### src/rtl/ctrl_decode.sv
// One-hot MIPS instruction decoder: combinational flags from the instruction word,
// plus a sticky register recording whether any unrecognised encoding was presented.
module ctrl_decode (
    input  logic        clk,
    input  logic        reset,
    input  logic [31:0] I,
    output logic        lb,
    output logic        lbu,
    output logic        lh,
    output logic        lhu,
    output logic        lw,
    output logic        sb,
    output logic        sh,
    output logic        sw,
    output logic        R,
    output logic        add,
    output logic        addu,
    output logic        sub,
    output logic        subu,
    output logic        mult,
    output logic        multu,
    output logic        div,
    output logic        divu,
    output logic        slt,
    output logic        sltu,
    output logic        sll,
    output logic        srl,
    output logic        sra,
    output logic        sllv,
    output logic        srlv,
    output logic        srav,
    output logic        and_,
    output logic        or_,
    output logic        xor_,
    output logic        nor_,
    output logic        addi,
    output logic        addiu,
    output logic        andi,
    output logic        ori,
    output logic        xori,
    output logic        lui,
    output logic        slti,
    output logic        sltiu,
    output logic        beq,
    output logic        bne,
    output logic        blez,
    output logic        bgtz,
    output logic        bltz,
    output logic        bgez,
    output logic        j,
    output logic        jal,
    output logic        jalr,
    output logic        jr,
    output logic        mfhi,
    output logic        mflo,
    output logic        mthi,
    output logic        mtlo,
    output logic        unknown,
    output logic        unknown_seen
);

    localparam logic [5:0] OP_SPECIAL = 6'h00;
    localparam logic [5:0] OP_REGIMM  = 6'h01;

    logic [5:0] op;
    logic [4:0] rt;
    logic [5:0] funct;
    logic       special;
    logic       regimm;
    logic       any_flag;
    logic       unused_fields;

    assign op     = I[31:26];
    assign rt     = I[20:16];
    assign funct  = I[5:0];

    // rs, rd, shamt and immediate bits never affect the decode
    assign unused_fields = ^{I[25:21], I[15:6]};

    assign special = (op == OP_SPECIAL);
    assign regimm  = (op == OP_REGIMM);
    assign R       = special;

    assign lb    = (op == 6'h20);
    assign lh    = (op == 6'h21);
    assign lw    = (op == 6'h23);
    assign lbu   = (op == 6'h24);
    assign lhu   = (op == 6'h25);
    assign sb    = (op == 6'h28);
    assign sh    = (op == 6'h29);
    assign sw    = (op == 6'h2B);

    assign addi  = (op == 6'h08);
    assign addiu = (op == 6'h09);
    assign slti  = (op == 6'h0A);
    assign sltiu = (op == 6'h0B);
    assign andi  = (op == 6'h0C);
    assign ori   = (op == 6'h0D);
    assign xori  = (op == 6'h0E);
    assign lui   = (op == 6'h0F);

    assign j     = (op == 6'h02);
    assign jal   = (op == 6'h03);
    assign beq   = (op == 6'h04);
    assign bne   = (op == 6'h05);
    assign blez  = (op == 6'h06);
    assign bgtz  = (op == 6'h07);
    assign bltz  = regimm & (rt == 5'h00);
    assign bgez  = regimm & (rt == 5'h01);

    assign sll   = special & (funct == 6'h00);
    assign srl   = special & (funct == 6'h02);
    assign sra   = special & (funct == 6'h03);
    assign sllv  = special & (funct == 6'h04);
    assign srlv  = special & (funct == 6'h06);
    assign srav  = special & (funct == 6'h07);
    assign jr    = special & (funct == 6'h08);
    assign jalr  = special & (funct == 6'h09);
    assign mfhi  = special & (funct == 6'h10);
    assign mthi  = special & (funct == 6'h11);
    assign mflo  = special & (funct == 6'h12);
    assign mtlo  = special & (funct == 6'h13);
    assign mult  = special & (funct == 6'h18);
    assign multu = special & (funct == 6'h19);
    assign div   = special & (funct == 6'h1A);
    assign divu  = special & (funct == 6'h1B);
    assign add   = special & (funct == 6'h20);
    assign addu  = special & (funct == 6'h21);
    assign sub   = special & (funct == 6'h22);
    assign subu  = special & (funct == 6'h23);
    assign and_  = special & (funct == 6'h24);
    assign or_   = special & (funct == 6'h25);
    assign xor_  = special & (funct == 6'h26);
    assign nor_  = special & (funct == 6'h27);
    assign slt   = special & (funct == 6'h2A);
    assign sltu  = special & (funct == 6'h2B);

    // R is a class flag, not an instruction, so it does not count as a match
    assign any_flag = lb | lbu | lh | lhu | lw | sb | sh | sw |
                      add | addu | sub | subu | mult | multu | div | divu | slt | sltu |
                      sll | srl | sra | sllv | srlv | srav | and_ | or_ | xor_ | nor_ |
                      addi | addiu | andi | ori | xori | lui | slti | sltiu |
                      beq | bne | blez | bgtz | bltz | bgez | j | jal | jalr | jr |
                      mfhi | mflo | mthi | mtlo;

    assign unknown = ~any_flag;

    always_ff @(posedge clk or posedge reset) begin
        if (reset) begin
            unknown_seen <= 1'b0;
        end else begin
            unknown_seen <= unknown_seen | unknown;
        end
    end

endmodule

### config.mk
export PLATFORM = sky130hd
export DESIGN_NAME = ctrl_decode
export DESIGN_NICKNAME = d
export VERILOG_FILES = /design/src/rtl/ctrl_decode.sv
export SDC_FILE = /design/constraint.sdc
export NUM_CORES = 1
export LEC_CHECK = 0
export CORE_UTILIZATION = 26
export CTS_BUF_LIST = sky130_fd_sc_hd__clkbuf_4 sky130_fd_sc_hd__clkbuf_8
export DETAILED_ROUTE_END_ITERATION = 7
export PLACE_DENSITY = 0.94
export SLEW_MARGIN = 15
export SYNTH_ARGS = -nofsm -noshare
export SYNTH_HDL_FRONTEND = slang
export SYNTH_SLANG_ARGS = --single-unit
### constraint.sdc
create_clock -name clk -period 7.05 [get_ports clk]
set_input_delay 1.0575 -clock clk [delete_from_list [all_inputs] [get_ports clk]]
set_output_delay 1.0575 -clock clk [all_outputs]
set_load 0.01 [all_outputs]
==> results of run 1 <==
-- layer usage --
metal  global-route usage [%]  vias to the layer above  routed length [um]
met5                        0                        -                   0
met2                    38.89                       48                1211
li1                         -                      525                   -
met1                    22.56                      456                1036
met4                        0                        0                   0
met3                    1.818                        0                 200
-- synth_stat cells, drive strengths merged, types with 2 or more instances --
cell and instances:
nand3 4, nand2b 6, nor2 38, buf 5, or3 2, o21ai 2
or2 3, nor3 11, or4 6, nand3b 2, nor4 9, inv 5
clkbuf 5, nand2 8, or3b 2
-- where the power goes --
part	internal [mW]	switching, mW
logic	0.0163	0.0178
registers	0.00584	0
clock network	0	0
total	0.0222	0.0178
-- per-stage QoR --
stage               std cells  util, %  power [mW]  setup slack [ns]  hold slack [ns]
detailed placement        204    59.16     0.03969             1.945           0.4715
global route              204    59.16     0.04334             1.784           0.5060
floorplan                 115        -     0.02225             3.037           0.5025
finish                    204    59.16     0.03994             1.940           0.4619
CTS                       204    59.16     0.03987             1.933           0.4725
global placement          204    59.16     0.03894             1.983           0.4603
-- worst paths after layout --
check	startpoint	endpoint	slack [ns]	cells past startpoint
max reg2reg	unknown_seen	unknown_seen	6.45	2
min in group asynchronous	reset	unknown_seen	1.20	2
min	unknown_seen	unknown_seen	0.46	2
max	I[26]	or_	1.94	6
max in group asynchronous	reset	unknown_seen	5.76	2
min reg2reg	unknown_seen	unknown_seen	0.46	2
-- cell families (layout without fill, tap and decap cells) --
family / after synthesis / in the layout / synth area share, %
DFF: 1 / 1 / 4.081
AOI/OAI and AO/OA: 6 / 6 / 6.123
buffers and inverters: 15 / 76 / 11.23
and+or+nand+nor: 93 / 93 / 78.57
-- critical path: cells and delay by family --
kind          cells  cell delay, ns
simple gates      4            1.89
buf+inv           2            1.10
-- final cells by class --
| cell class | instances | share of cell area (%) |
|---|---|---|
| inverter | 5 | 1.434 |
| multi-input combinational | 99 | 39.67 |
| tap | 28 | 2.677 |
| sequential | 1 | 1.912 |
| timing repair buffer | 71 | 54.30 |
==> qor.csv, run 1 <==
metric,value,unit
Ports,87,
top-area cell type share of the netlist area,23.27,%
"Clk Latency, worst-skew pair",0,ns
die area,2556,sq um
"flops & latches, synth",1,
Slew @ Worst Pin,0.4418,ns
crit-path cells,"clkdlybuf4s50_1, or4_1, or4_1, or3b_4, nor2_1, clkdlybuf4s50_1",
Die W,50.56,um
critical path type,in2out,
outcome,finished clean,
Post-synth top flop,dfrtp_1,
DR pass1 iterations,4,
Slew Limit Headroom,70.45,%
Cell Pwr Density,30.51,nW/um^2
Detailed Place HPWL,1954,um
Synthesized Nets,149,
critical path arrival,4.05,ns
static leakage,0.4155,nW
"Design Area, Final",1309,sq um
"Seq/Total Area, Yosys",4.082,%
drt wl/cell,12.00,um
number of global-route vias before repair,914,
final setup violation count,0,
Layout Nets,212,
# resized after CTS,0,
maximum clock frequency,0.1957,GHz
CP Max Fanout,10,
first-pass GRT wire length,4064,um
Post-DRT Antenna Nets,0,
Worst IR Drop VDD,0.02715,mV
max cap viols,0,
final critical-path required period,5.110,ns
"top cells by area, synth","nor2_1 23%, nor4_1 9.2%, nor3_1 7.3%",
worst endpoint required time,5.99,ns
row cnt,17,
Initial Util,27.71,%
Largest regs,unknown_seen (1),
pin count of the biggest net entering global routing,16,
fillcell total,214,
RSZ-0062 raised after global routing,no,
initial antenna violation count,0,
setup bufs post-CTS,0,
placed inst area,1309,sq um
diode count,0,
Hold Path Class,reg2reg,
via count,1029,
"EDFF count, synth",0,
Die Ht,50.56,um
Mapped Cells,115,
TNS Setup,0,ns
Worst path slowest cell,or4_1,
FF/Latch Area,25.02,sq um
DRC Markers,0,
# port buffers,71,
Hold Buf Count CTS,0,
synth warn,0,
Largest Register,unknown_seen,
Vias/cell,5.044,
share of layout cells above drive strength 1,4.545,%
DR iter-0 viols,19,
Routed WL,2448,um
post-route clock period utilization,72.48,%
cell area after synthesis,613.1,sq um
crit end category,output pin,
Synth Area per Inst,5.331,sq um
Setup Skew,0,ns
"commonest non-fill, non-tap cells in the layout","71 x clkdlybuf4s50_1, 38 x nor2_1, 9 x nor4_1, 9 x nor3_1, 8 x nand2_1",
startpoint types,input port,
Fin. Hold Viols,0,
fin. max-slew vios,0,
Core Region,2212,sq um
CP peak stage delay,0.73,ns
ys async rst share,100.0,%
Syn-to-layout area delta,113.5,%
"most common cell after layout, fill and taps aside",clkdlybuf4s50_1,
"Reg clk slew, reported paths",0,ns
GRT Total Usage,19.24,%
max FFs per register,1,
cell taking the most area after synthesis,nor2_1,
multi-input logic area,519.2,sq um
Unique masters post-synth,24,
gp weighted congestion,0.7619,
GRT overflow,0,
Note: power is estimated with default switching activity, not from simulation.
==> inputs of run 2 (changes only) <==
--- a/config.mk
+++ b/config.mk
@@ -5,10 +5,10 @@
 export SDC_FILE = /design/constraint.sdc
 export NUM_CORES = 1
 export LEC_CHECK = 0
-export CORE_UTILIZATION = 26
+export CORE_UTILIZATION = 22
 export CTS_BUF_LIST = sky130_fd_sc_hd__clkbuf_4 sky130_fd_sc_hd__clkbuf_8
 export DETAILED_ROUTE_END_ITERATION = 7
-export PLACE_DENSITY = 0.94
+export PLACE_DENSITY = 0.85
 export SLEW_MARGIN = 15
 export SYNTH_ARGS = -nofsm -noshare
 export SYNTH_HDL_FRONTEND = slang
==> constraint.sdc (replaced) <==
create_clock -name clk -period 4.4 [get_ports clk]
set_input_delay 0.66 -clock clk [delete_from_list [all_inputs] [get_ports clk]]
set_output_delay 0.66 -clock clk [all_outputs]
set_load 0.01 [all_outputs]
==> run 2 against run 1 <==
Worst setup slack lost 1.7 ns. Total power up 66%. Critical path depth unchanged. Critical path type unchanged.
==> qor.csv, run 2 (synthesis results as in run 1) <==
metric,value,unit
outcome,finished clean,
RSZ-0062 raised after global routing,no,
fin. max-slew vios,0,
DR iter-0 viols,12,
Inst Count DP,209,
Slew @ Worst Pin,0.4309,ns
Vias/cell,4.866,
Fin. Hold Viols,0,
row cnt,18,
TNS Setup,0,ns
pin count of the biggest net entering global routing,16,
Ports,87,
Hold Path Class,reg2reg,
share of layout cells above drive strength 1,6.145,%
number of global-route vias before repair,780,
final setup violation count,0,
"Clk Latency, worst-skew pair",0,ns
GRT Total Usage,15.31,%
Initial Util,24.09,%
DR pass1 iterations,4,
"most common cell after layout, fill and taps aside",clkdlybuf4s50_1,
initial antenna violation count,0,
drt wl/cell,11.73,um
"Reg clk slew, reported paths",0,ns
# port buffers,71,
Core Region,2545,sq um
static leakage,0.4299,nW
total power,0.06647,mW
Die W,54.79,um
critical path arrival,3.50,ns
Hold Buf Count CTS,0,
"commonest non-fill, non-tap cells in the layout","71 x clkdlybuf4s50_1, 38 x nor2_1, 9 x nor4_1, 9 x nor3_1, 8 x nand2_1",
gp weighted congestion,0.7400,
post-route clock period utilization,94.58,%
DRC Markers,0,
worst endpoint required time,3.74,ns
Post-DRT Antenna Nets,0,
fillcell total,262,
Largest regs,unknown_seen (1),
Cell Pwr Density,49.84,nW/um^2
Detailed Place HPWL,1954,um
diode count,0,
die area,3002,sq um
Worst IR Drop VDD,0.05874,mV
Die Ht,54.79,um
critical path type,in2out,
final critical-path required period,4.162,ns
cells on worst reg2reg path,2,
max cap viols,0,
crit end category,output pin,
CP Max Fanout,8,
Routed WL,2452,um
via count,1017,
# resized after CTS,0,
setup bufs post-CTS,0,
Slew Limit Headroom,71.27,%
startpoint types,input port,
fin cells,209,
GRT overflow,0,
maximum clock frequency,0.2403,GHz
first-pass GRT wire length,3525,um
max FFs per register,1,
Syn-to-layout area delta,117.6,%
Setup Skew,0,ns
Layout Nets,215,
Hold Path Depth,2,
Largest Register,unknown_seen,
run 2: final timing paths:
kind	from	endpoint	slack [ns]
worst max-delay path	I[31]	or_	0.24
worst min-delay path	unknown_seen	unknown_seen	0.45
worst max register to register	unknown_seen	unknown_seen	3.80
worst min register to register	unknown_seen	unknown_seen	0.45
max in group asynchronous	reset	unknown_seen	3.50
min in group asynchronous	reset	unknown_seen	0.81
run 2: area by class of cell:
class / instances / area [sq um] / area share (%)
sequential: 1 / 25.02 / 1.876
timing repair buffer: 74 / 733.2 / 54.97
tap: 30 / 37.54 / 2.814
inverter: 5 / 18.77 / 1.407
multi-input combinational: 99 / 519.2 / 38.93
run 2: per-layer routing:
layer | routed length, um | GRT usage (%) | share of wire [%]
met1 | 1196 | 22.20 | 49
met2 | 1040 | 25.90 | 42
met3 | 215 | 0.8333 | 8.8
met4 | 0 | 0 | 0
met5 | 0 | 0 | 0
run 2: stage by stage:
step           hold WS, ns  cell area (sq um)  setup slack [ns]  util (%)
2_1_floorplan       0.3887              613.1             1.182         -
3_3_place_gp        0.4575               1334            0.2735     52.41
3_5_place_dp        0.4525               1334            0.2529     52.41
4_1_cts             0.4537               1334            0.2384     52.41
5_1_grt             0.4819               1334            0.1075     52.41
6_report            0.4541               1334            0.2383     52.41
run 2: where the power goes:
group          switching [mW]  internal [mW]  total (mW)  leakage, nW
logic                  0.0292         0.0279      0.0571        0.421
registers                   0        0.00936     0.00936      0.00875
clock network               0              0           0            0
total                  0.0292         0.0372      0.0665        0.430
run 2: critical path, stage by stage:
cell and delay [ns]:
clkdlybuf4s50_1 0.48, or4_1 0.65, or4_1 0.60, or3b_4 0.45, nor2_1 0.12, clkdlybuf4s50_1 0.54
==> inputs of run 3 (changes only) <==
--- a/config.mk
+++ b/config.mk
@@ -8,6 +8,7 @@
 export CORE_UTILIZATION = 22
 export CTS_BUF_LIST = sky130_fd_sc_hd__clkbuf_4 sky130_fd_sc_hd__clkbuf_8
 export DETAILED_ROUTE_END_ITERATION = 7
+export MAX_ROUTING_LAYER = met4
 export PLACE_DENSITY = 0.85
 export SLEW_MARGIN = 15
 export SYNTH_ARGS = -nofsm -noshare
==> run 3 against run 2 <==
Total power about the same. First-iteration DRC count unchanged. Largest cell class unchanged. Combinational power about the same. Hold slack unchanged. Sequential cell count unchanged. Cell count unchanged. Via count increased by 0.20%. Wire length about the same.
==> qor.csv, run 3 (synthesis results as in run 1) <==
metric,value,unit
Layout Nets,215,
Post-DRT Antenna Nets,0,
Cell Pwr Density,49.85,nW/um^2
switching share of power,43.98,%
Fin. Hold Viols,0,
Clk pwr share,0,%
initial antenna violation count,0,
Switching Power,0.02924,mW
static leakage,0.4299,nW
Die Ht,54.79,um
Core Region,2545,sq um
Worst IR Drop VDD,0.05875,mV
fin. max-slew vios,0,
via count,1019,
DRC Markers,0,
outcome,finished clean,
post-route clock period utilization,94.60,%
Largest Register,unknown_seen,
RSZ-0062 raised after global routing,no,
critical path type,in2out,
max cap viols,0,
CP Max Fanout,8,
Setup Skew,0,ns
Flop pwr share,14.1,%
startpoint types,input port,
Comb pwr share,85.9,%
GRT Total Usage,15.74,%
maximum clock frequency,0.2403,GHz
"commonest non-fill, non-tap cells in the layout","71 x clkdlybuf4s50_1, 38 x nor2_1, 9 x nor4_1, 9 x nor3_1, 8 x nand2_1",
gp weighted congestion,0.7492,
crit end category,output pin,
row cnt,18,
Initial Util,24.09,%
number of global-route vias before repair,780,
Slew @ Worst Pin,0.4309,ns
DR pass1 iterations,4,
GRT overflow,0,
diode count,0,
Hold Slack,0.4541,ns
Hold Buf Count CTS,0,
DR iter-0 viols,12,
"most common cell after layout, fill and taps aside",clkdlybuf4s50_1,
final setup violation count,0,
first-pass GRT wire length,3525,um
share of layout cells above drive strength 1,6.145,%
pin count of the biggest net entering global routing,16,
drt wl/cell,11.74,um
Ports,87,
die area,3002,sq um
internal power,0.03725,mW
setup bufs post-CTS,0,
Vias/cell,4.876,
"Reg clk slew, reported paths",0,ns
worst endpoint required time,3.74,ns
critical path arrival,3.50,ns
TNS Setup,0,ns
Detailed Place HPWL,1954,um
final critical-path required period,4.162,ns
fillcell total,262,
Hold Path Class,reg2reg,
max FFs per register,1,
Routed WL,2454,um
# resized after CTS,0,
cells on worst reg2reg path,2,
# port buffers,71,
"Clk Latency, worst-skew pair",0,ns
Slew Limit Headroom,71.27,%
fin util,52.41,%
Largest regs,unknown_seen (1),
Syn-to-layout area delta,117.6,%
Hold Path Depth,2,
Die W,54.79,um
-- run 3: cell counts in the layout (fill, tap and decap cells not counted) --
Identical to the previous run, type by type.
-- run 3: layout make-up --
cell class	count	area, sq um	area share [%]
inverter	5	18.77	1.407
multi-input combinational	99	519.2	38.93
tap	30	37.54	2.814
sequential	1	25.02	1.876
timing repair buffer	74	733.2	54.97
-- run 3: worst max-delay path, stage by stage --
cell and delay, ns:
clkdlybuf4s50_1 0.48, or4_1 0.65, or4_1 0.60, or3b_4 0.45, nor2_1 0.12, clkdlybuf4s50_1 0.54
-- run 3: worst paths after layout --
path / start / endpoint / slack (ns)
setup / recovery: I[31] / or_ / 0.24
hold / removal: unknown_seen / unknown_seen / 0.45
setup reg to reg: unknown_seen / unknown_seen / 3.80
hold reg to reg: unknown_seen / unknown_seen / 0.45
max in group asynchronous: reset / unknown_seen / 3.50
min in group asynchronous: reset / unknown_seen / 0.81
-- run 3: power groups by stage --
| stage | Combinational, mW | Sequential, mW | Clock [mW] |
|---|---|---|---|
| final | 0.0571 | 0.00936 | 0 |
| after global placement | 0.0564 | 0.00936 | 0 |
| after CTS | 0.0569 | 0.00936 | 0 |
| after detailed placement | 0.0566 | 0.00936 | 0 |
| after global routing | 0.0619 | 0.00936 | 0 |
| after floorplan | 0.0263 | 0.00936 | 0 |
-- run 3: per-stage QoR --
step	power [mW]	std cells	instance area, sq um	worst slack [ns]
4_1_cts	0.06628	209	1334	0.2384
3_3_place_gp	0.06573	209	1334	0.2735
5_1_grt	0.07130	209	1334	0.1075
3_5_place_dp	0.06598	209	1334	0.2529
6_report	0.06649	209	1334	0.2377
2_1_floorplan	0.03565	115	613.1	1.182
-- run 3: metal layers --
layer	wire length, um	GRT usage (%)	vias up
li1	-	-	526
met1	1206	22.37	448
met2	1040	25.90	45
met3	207	0.5556	0
met4	0	0	0
met5	0	-	-
